<file path="src/rtl/machine_seq_pkg.sv">
// Shared state encoding and default sizing for the Moore-FSM test sequencer.
package machine_seq_pkg;

  localparam int LEN_MAX_DEF = 16;
  localparam int LEN_W_DEF   = 5;
  localparam int CNT_W_DEF   = 5;

  typedef enum logic [2:0] {
    ST_IDLE   = 3'd0,
    ST_CLEAR  = 3'd1,
    ST_RUN    = 3'd2,
    ST_SAMPLE = 3'd3,
    ST_DONE   = 3'd4
  } state_t;

endpackage

</file>
<file path="src/rtl/seq_shift_reg.sv">
// Load/shift-right register that serialises the test pattern, bit 0 first.
module seq_shift_reg #(
  parameter int W = 16
) (
  input  logic         clk,
  input  logic         rst,
  input  logic         load,
  input  logic         shift,
  input  logic [W-1:0] d,
  output logic         q0
);

  logic [W-1:0] shreg_r;

  // load wins over shift so a fresh pattern is never disturbed on its first edge
  always_ff @(posedge clk) begin
    if (rst) begin
      shreg_r <= '0;
    end else if (load) begin
      shreg_r <= d;
    end else if (shift) begin
      shreg_r <= {1'b0, shreg_r[W-1:1]};
    end else begin
      shreg_r <= shreg_r;
    end
  end

  assign q0 = shreg_r[0];

endmodule

</file>
<file path="src/rtl/machine_seq_ctrl.sv">
// Sequencer that resets the 3-bit Moore FSM, streams a pattern onto x and scores F/S.
// Optional HALT_ON_F_EN: the first F=1 observation ends the run early.
module machine_seq_ctrl
  import machine_seq_pkg::*;
#(
  parameter int LEN_MAX = LEN_MAX_DEF,
  parameter int LEN_W   = LEN_W_DEF,
  parameter int CNT_W   = CNT_W_DEF
) (
  input  logic               CLK,
  input  logic               RESET,
  input  logic               start,
  input  logic [LEN_MAX-1:0] pattern,
  input  logic [LEN_W-1:0]   len,
  output logic               x_out,
  output logic               mach_reset,
  input  logic               F_in,
  input  logic [2:0]         S_in,
  output logic               busy,
  output logic               done,
  output logic [CNT_W-1:0]   f_count,
  output logic [LEN_W-1:0]   first_hit,
  output logic [2:0]         last_S
);

  state_t             state_r;
  logic [LEN_W-1:0]   len_r;
  logic [LEN_W-1:0]   idx_r;
  logic               x_r;
  logic               busy_r;
  logic               done_r;
  logic [CNT_W-1:0]   f_count_r;
  logic [LEN_W-1:0]   first_hit_r;
  logic [2:0]         last_s_r;

  logic [LEN_W-1:0]   len_clamp_s;
  logic               load_s;
  logic               shift_s;
  logic               q0_s;
  logic               obs_valid_s;
  logic [LEN_W-1:0]   obs_idx_s;
  logic               hit_s;
  logic               halt_s;
  logic [CNT_W-1:0]   f_count_next_s;
  logic [LEN_W-1:0]   first_hit_next_s;

  assign len_clamp_s = (len > LEN_W'(LEN_MAX)) ? LEN_W'(LEN_MAX) : len;
  assign load_s      = (state_r == ST_IDLE) && start && (len != '0);
  assign shift_s     = (state_r == ST_CLEAR) || (state_r == ST_RUN);

  seq_shift_reg #(.W(LEN_MAX)) u_shreg (
    .clk   (CLK),
    .rst   (RESET),
    .load  (load_s),
    .shift (shift_s),
    .d     (pattern),
    .q0    (q0_s)
  );

  // RUN idx=0 still shows the FSM's reset state, so only idx>=1 and SAMPLE are observations
  assign obs_valid_s      = (state_r == ST_SAMPLE) || ((state_r == ST_RUN) && (idx_r != '0));
  assign obs_idx_s        = (state_r == ST_SAMPLE) ? len_r : idx_r;
  assign hit_s            = obs_valid_s & F_in;
  assign f_count_next_s   = (hit_s && (f_count_r != '1)) ? f_count_r + CNT_W'(1) : f_count_r;
  assign first_hit_next_s = (hit_s && (first_hit_r == '0)) ? obs_idx_s : first_hit_r;

`ifdef HALT_ON_F_EN
  assign halt_s = hit_s;
`else
  assign halt_s = 1'b0;
`endif

  assign mach_reset = RESET | (state_r == ST_CLEAR);

  // sequencer FSM with index counter and registered results
  always_ff @(posedge CLK) begin
    if (RESET) begin
      state_r     <= ST_IDLE;
      len_r       <= '0;
      idx_r       <= '0;
      x_r         <= 1'b0;
      busy_r      <= 1'b0;
      done_r      <= 1'b0;
      f_count_r   <= '0;
      first_hit_r <= '0;
      last_s_r    <= 3'b000;
    end else begin
      case (state_r)
        ST_IDLE: begin
          done_r <= 1'b0;
          x_r    <= 1'b0;
          if (start) begin
            f_count_r   <= '0;
            first_hit_r <= '0;
            last_s_r    <= 3'b000;
            idx_r       <= '0;
            if (len == '0) begin
              busy_r  <= 1'b0;
              done_r  <= 1'b1;
              state_r <= ST_DONE;
            end else begin
              len_r   <= len_clamp_s;
              busy_r  <= 1'b1;
              state_r <= ST_CLEAR;
            end
          end
        end
        ST_CLEAR: begin
          x_r     <= q0_s;
          idx_r   <= '0;
          state_r <= ST_RUN;
        end
        ST_RUN: begin
          f_count_r   <= f_count_next_s;
          first_hit_r <= first_hit_next_s;
          if (halt_s) begin
            last_s_r <= S_in;
            x_r      <= 1'b0;
            busy_r   <= 1'b0;
            done_r   <= 1'b1;
            state_r  <= ST_DONE;
          end else if (idx_r == (len_r - LEN_W'(1))) begin
            x_r     <= 1'b0;
            state_r <= ST_SAMPLE;
          end else begin
            x_r   <= q0_s;
            idx_r <= idx_r + LEN_W'(1);
          end
        end
        ST_SAMPLE: begin
          f_count_r   <= f_count_next_s;
          first_hit_r <= first_hit_next_s;
          last_s_r    <= S_in;
          x_r         <= 1'b0;
          busy_r      <= 1'b0;
          done_r      <= 1'b1;
          state_r     <= ST_DONE;
        end
        ST_DONE: begin
          done_r  <= 1'b0;
          state_r <= ST_IDLE;
        end
        default: begin
          x_r     <= 1'b0;
          busy_r  <= 1'b0;
          done_r  <= 1'b0;
          state_r <= ST_IDLE;
        end
      endcase
    end
  end

  assign x_out     = x_r;
  assign busy      = busy_r;
  assign done      = done_r;
  assign f_count   = f_count_r;
  assign first_hit = first_hit_r;
  assign last_S    = last_s_r;

endmodule
</file>
<file path="config.mk">
export PLATFORM = sky130hd
export DESIGN_NAME = machine_seq_ctrl
export DESIGN_NICKNAME = d
export VERILOG_FILES = /design/src/rtl/machine_seq_pkg.sv /design/src/rtl/seq_shift_reg.sv /design/src/rtl/machine_seq_ctrl.sv
export SDC_FILE = /design/constraint.sdc
export NUM_CORES = 1
export LEC_CHECK = 0
export CAP_MARGIN = 20
export CORE_UTILIZATION = 25
export CTS_CLUSTER_DIAMETER = 120
export DETAILED_ROUTE_END_ITERATION = 6
export PLACE_DENSITY = 0.5
export SLEW_MARGIN = 30
export SYNTH_ARGS = -nofsm -noshare
export SYNTH_HDL_FRONTEND = slang
export SYNTH_SLANG_ARGS = --single-unit
</file>
<file path="constraint.sdc">
create_clock -name CLK -period 2.3 [get_ports CLK]
set_input_delay 0.46 -clock CLK [delete_from_list [all_inputs] [get_ports CLK]]
set_output_delay 0.46 -clock CLK [all_outputs]
set_load 0.01 [all_outputs]
</file>
==> results.tsv <==
metric	value	unit
outcome	complete, no violations	
ys.warnings.count	0	
tns	0	ns
place.gp.congestion	0.796	
dr_total_vias	1958	
fillers	913	
slew_violations	0	
drtPass1Iterations	5	
maxCapViolations	0	
vdd_ir_drop_max	262	uV
finalCritPeriodShare	95.4	%
critPathLaunch	state_r[1]$_SDFFE_PP0P_	
path_class	flop to output pin	
synth_top_flop_cell	dfxtp_1	
ys_ff_latch	45	
r2r_cells	6	
yosys-top-cells-area	dfxtp_1 40%, a22oi_1 7.7%, a21oi_1 5.1%	
cts_tree	done	
grt_usage	11.9	%
critPathMaxFanout	12	
dp.cells	411	
core_area	8720	sq um
ys_seq_area_share	40.2	%
synthesis.area	2240	sq um
synth.most_common_cell	dfxtp_1	
hp-class	flop to flop	
ys_async_sr_fraction	0	%
synth_edf_count	0	
clock_latency	0.30	ns
relSlewSlack	45.6	%
clock_skew	0.0114	ns
rsz0062_at_grt	false	
drt_iter0_drc	76	
cp.required	1.84	ns
multi_input_area	1230	sq um
synth_nets	292	
avgSynthCellArea	8.66	sq um
synth_common_cells	45 x dfxtp_1, 30 x nand2_1, 27 x nor2_1	
worstPathArrival	1.74	ns
antennaDiodeCount	0	
row_count	34	
wl	5440	um
rrSetupSlack	0.31	ns
io_pins	45	
portBuffers	44	
h-tree-depth	2	
nets	343	
reg2reg_to	x_out$_SDFFE_PP0N_	
antenna_found_initial	0	
start_util	25.7	%
max_freq	456	MHz
drc	0	
holdWs	0.460	ns
ys_types	42	
routed_via_density	4.67	
clk_pin_slew	0.09	ns
cts_buffer_depth	2	
final-seq-area	902	sq um
cts_made_buffers	5	
clkSinkCount	45	
cp-start-kind	flop	
crit_end	mach_reset	
dieArea	9360	sq um
root_buffer	clkbuf_8	
grt_max_degree	41	
tightest_slew	0.813	ns
first_global_vias	1910	
die_y	96.7	um
synth_cells	259	
synth_area_leader_cell	dfxtp_1	
crit_path_end_kind	output pin	
leakagePower	1.08	nW
setup_violations	0	
layout-drive-gt1-share	10.3	%
area_growth	32.6	%
ctsHoldBuffers	0	
grt-ovfl-total	0	
antenna_left	0	
die_w	96.7	um
hold_violations	0	
power_density	675	nW/um^2
final_cells	419	
yosysTopAreaCellShare	40.2	%
post-dp-hpwl	3880	um
regToRegStartpoint	len_r[0]$_SDFFE_PP0P_	
fin_crit	2.20	ns
grt_pass1_wl	9230	um
wl_per_cell	13.0	um
## worst min-delay path by stage
stage                                                   to  slack (ns)                              from  cells after the start
after floorplan           u_shreg.shreg_r[13]$_SDFFE_PP0P_        0.44  u_shreg.shreg_r[13]$_SDFFE_PP0P_                      2
after global placement     u_shreg.shreg_r[2]$_SDFFE_PP0P_        0.44   u_shreg.shreg_r[2]$_SDFFE_PP0P_                      2
after detailed placement   u_shreg.shreg_r[1]$_SDFFE_PP0P_        0.45   u_shreg.shreg_r[1]$_SDFFE_PP0P_                      2
after CTS                  u_shreg.shreg_r[1]$_SDFFE_PP0P_        0.46   u_shreg.shreg_r[1]$_SDFFE_PP0P_                      2
after global routing       u_shreg.shreg_r[4]$_SDFFE_PP0P_        0.48   u_shreg.shreg_r[4]$_SDFFE_PP0P_                      2
final                      u_shreg.shreg_r[1]$_SDFFE_PP0P_        0.46   u_shreg.shreg_r[1]$_SDFFE_PP0P_                      2
## cells in the final DEF (no fill, tap or decap), types with 2 or more instances in the layout
cell type	n
dfxtp_1	44
clkdlybuf4s50_1	44
nand2_1	30
nor2_1	27
a22oi_1	23
a21oi_1	23
buf_4	14
mux2i_1	10
nor3_1	9
inv_1	8
nand3_1	8
a211oi_1	7
xnor2_1	6
o21ai_0	5
ha_1	5
clkbuf_8	5
nor3b_1	4
nor2b_1	4
nand2b_1	4
nand4_1	3
and3b_1	2
o21ai_1	2
xor2_1	2
bufinv_16	2
## routing by layer
metal,wire length [um],up-vias,track usage [%]
li1,-,1023,-
met1,2780,899,16.7
met2,2440,34,18.6
met3,183,2,2.46
met4,33,0,3.10
met5,0,-,0
## final cells by class
cell class / count / area share [%]
Timing Repair Buffer: 58 / 18.3
Clock inverter: 3 / 2.19
Multi-Input combinational cell: 192 / 41.3
Inverter: 8 / 1.01
Sequential cell: 45 / 30.3
Clock buffer: 5 / 2.31
Tap cell: 108 / 4.54
## registers in the layout (all words and copies together) (netlist names)
register	cells
f_count	5
len_r	5
state_r	3
done	1
busy	1
last_S	3
u_shreg.shreg_r	16
first_hit	5
idx_r	5
x_out	1
## metrics by stage
step / worst slack (ns) / utilization, % / area, sq um / power (W)
floorplan: 0.495 / - / 2240 / 0.00115
global placement: 0.0190 / 32.6 / 2840 / 0.00131
detailed placement: 0.0105 / 32.6 / 2840 / 0.00131
CTS: 0.0615 / 34.1 / 2970 / 0.00204
global route: 0.00226 / 34.1 / 2970 / 0.00212
finish: 0.105 / 34.1 / 2970 / 0.00201
## cells by family after synthesis
group / synth area share (%)
simple gates: 22.6
compound gates: 21.8
flops: 40.2
buf+inv: 5.13
mux: 4.46
xor+xnor: 3.12
fa+ha+maj: 2.79
## power by group
group	switching (W)	internal [W]	leakage [nW]
clock network	0.000285	0.000432	0.0681
logic	0.000215	0.000195	0.645
registers	0.0000458	0.000835	0.368
total	0.000545	0.00146	1.08
## critical path, stage by stage (launching register included)
cell and delay (ns):
dfxtp_1 0.57, nor3b_1 0.09, or2_2 0.29, clkdlybuf4s50_1 0.49
## what timing repair did
action / CTS / global route
resized for setup: 0 / 1
setup buffers: 0 / 0
setup endpoints to repair: 0 / 1
No activity file was read; power rests on OpenSTA's default activity.
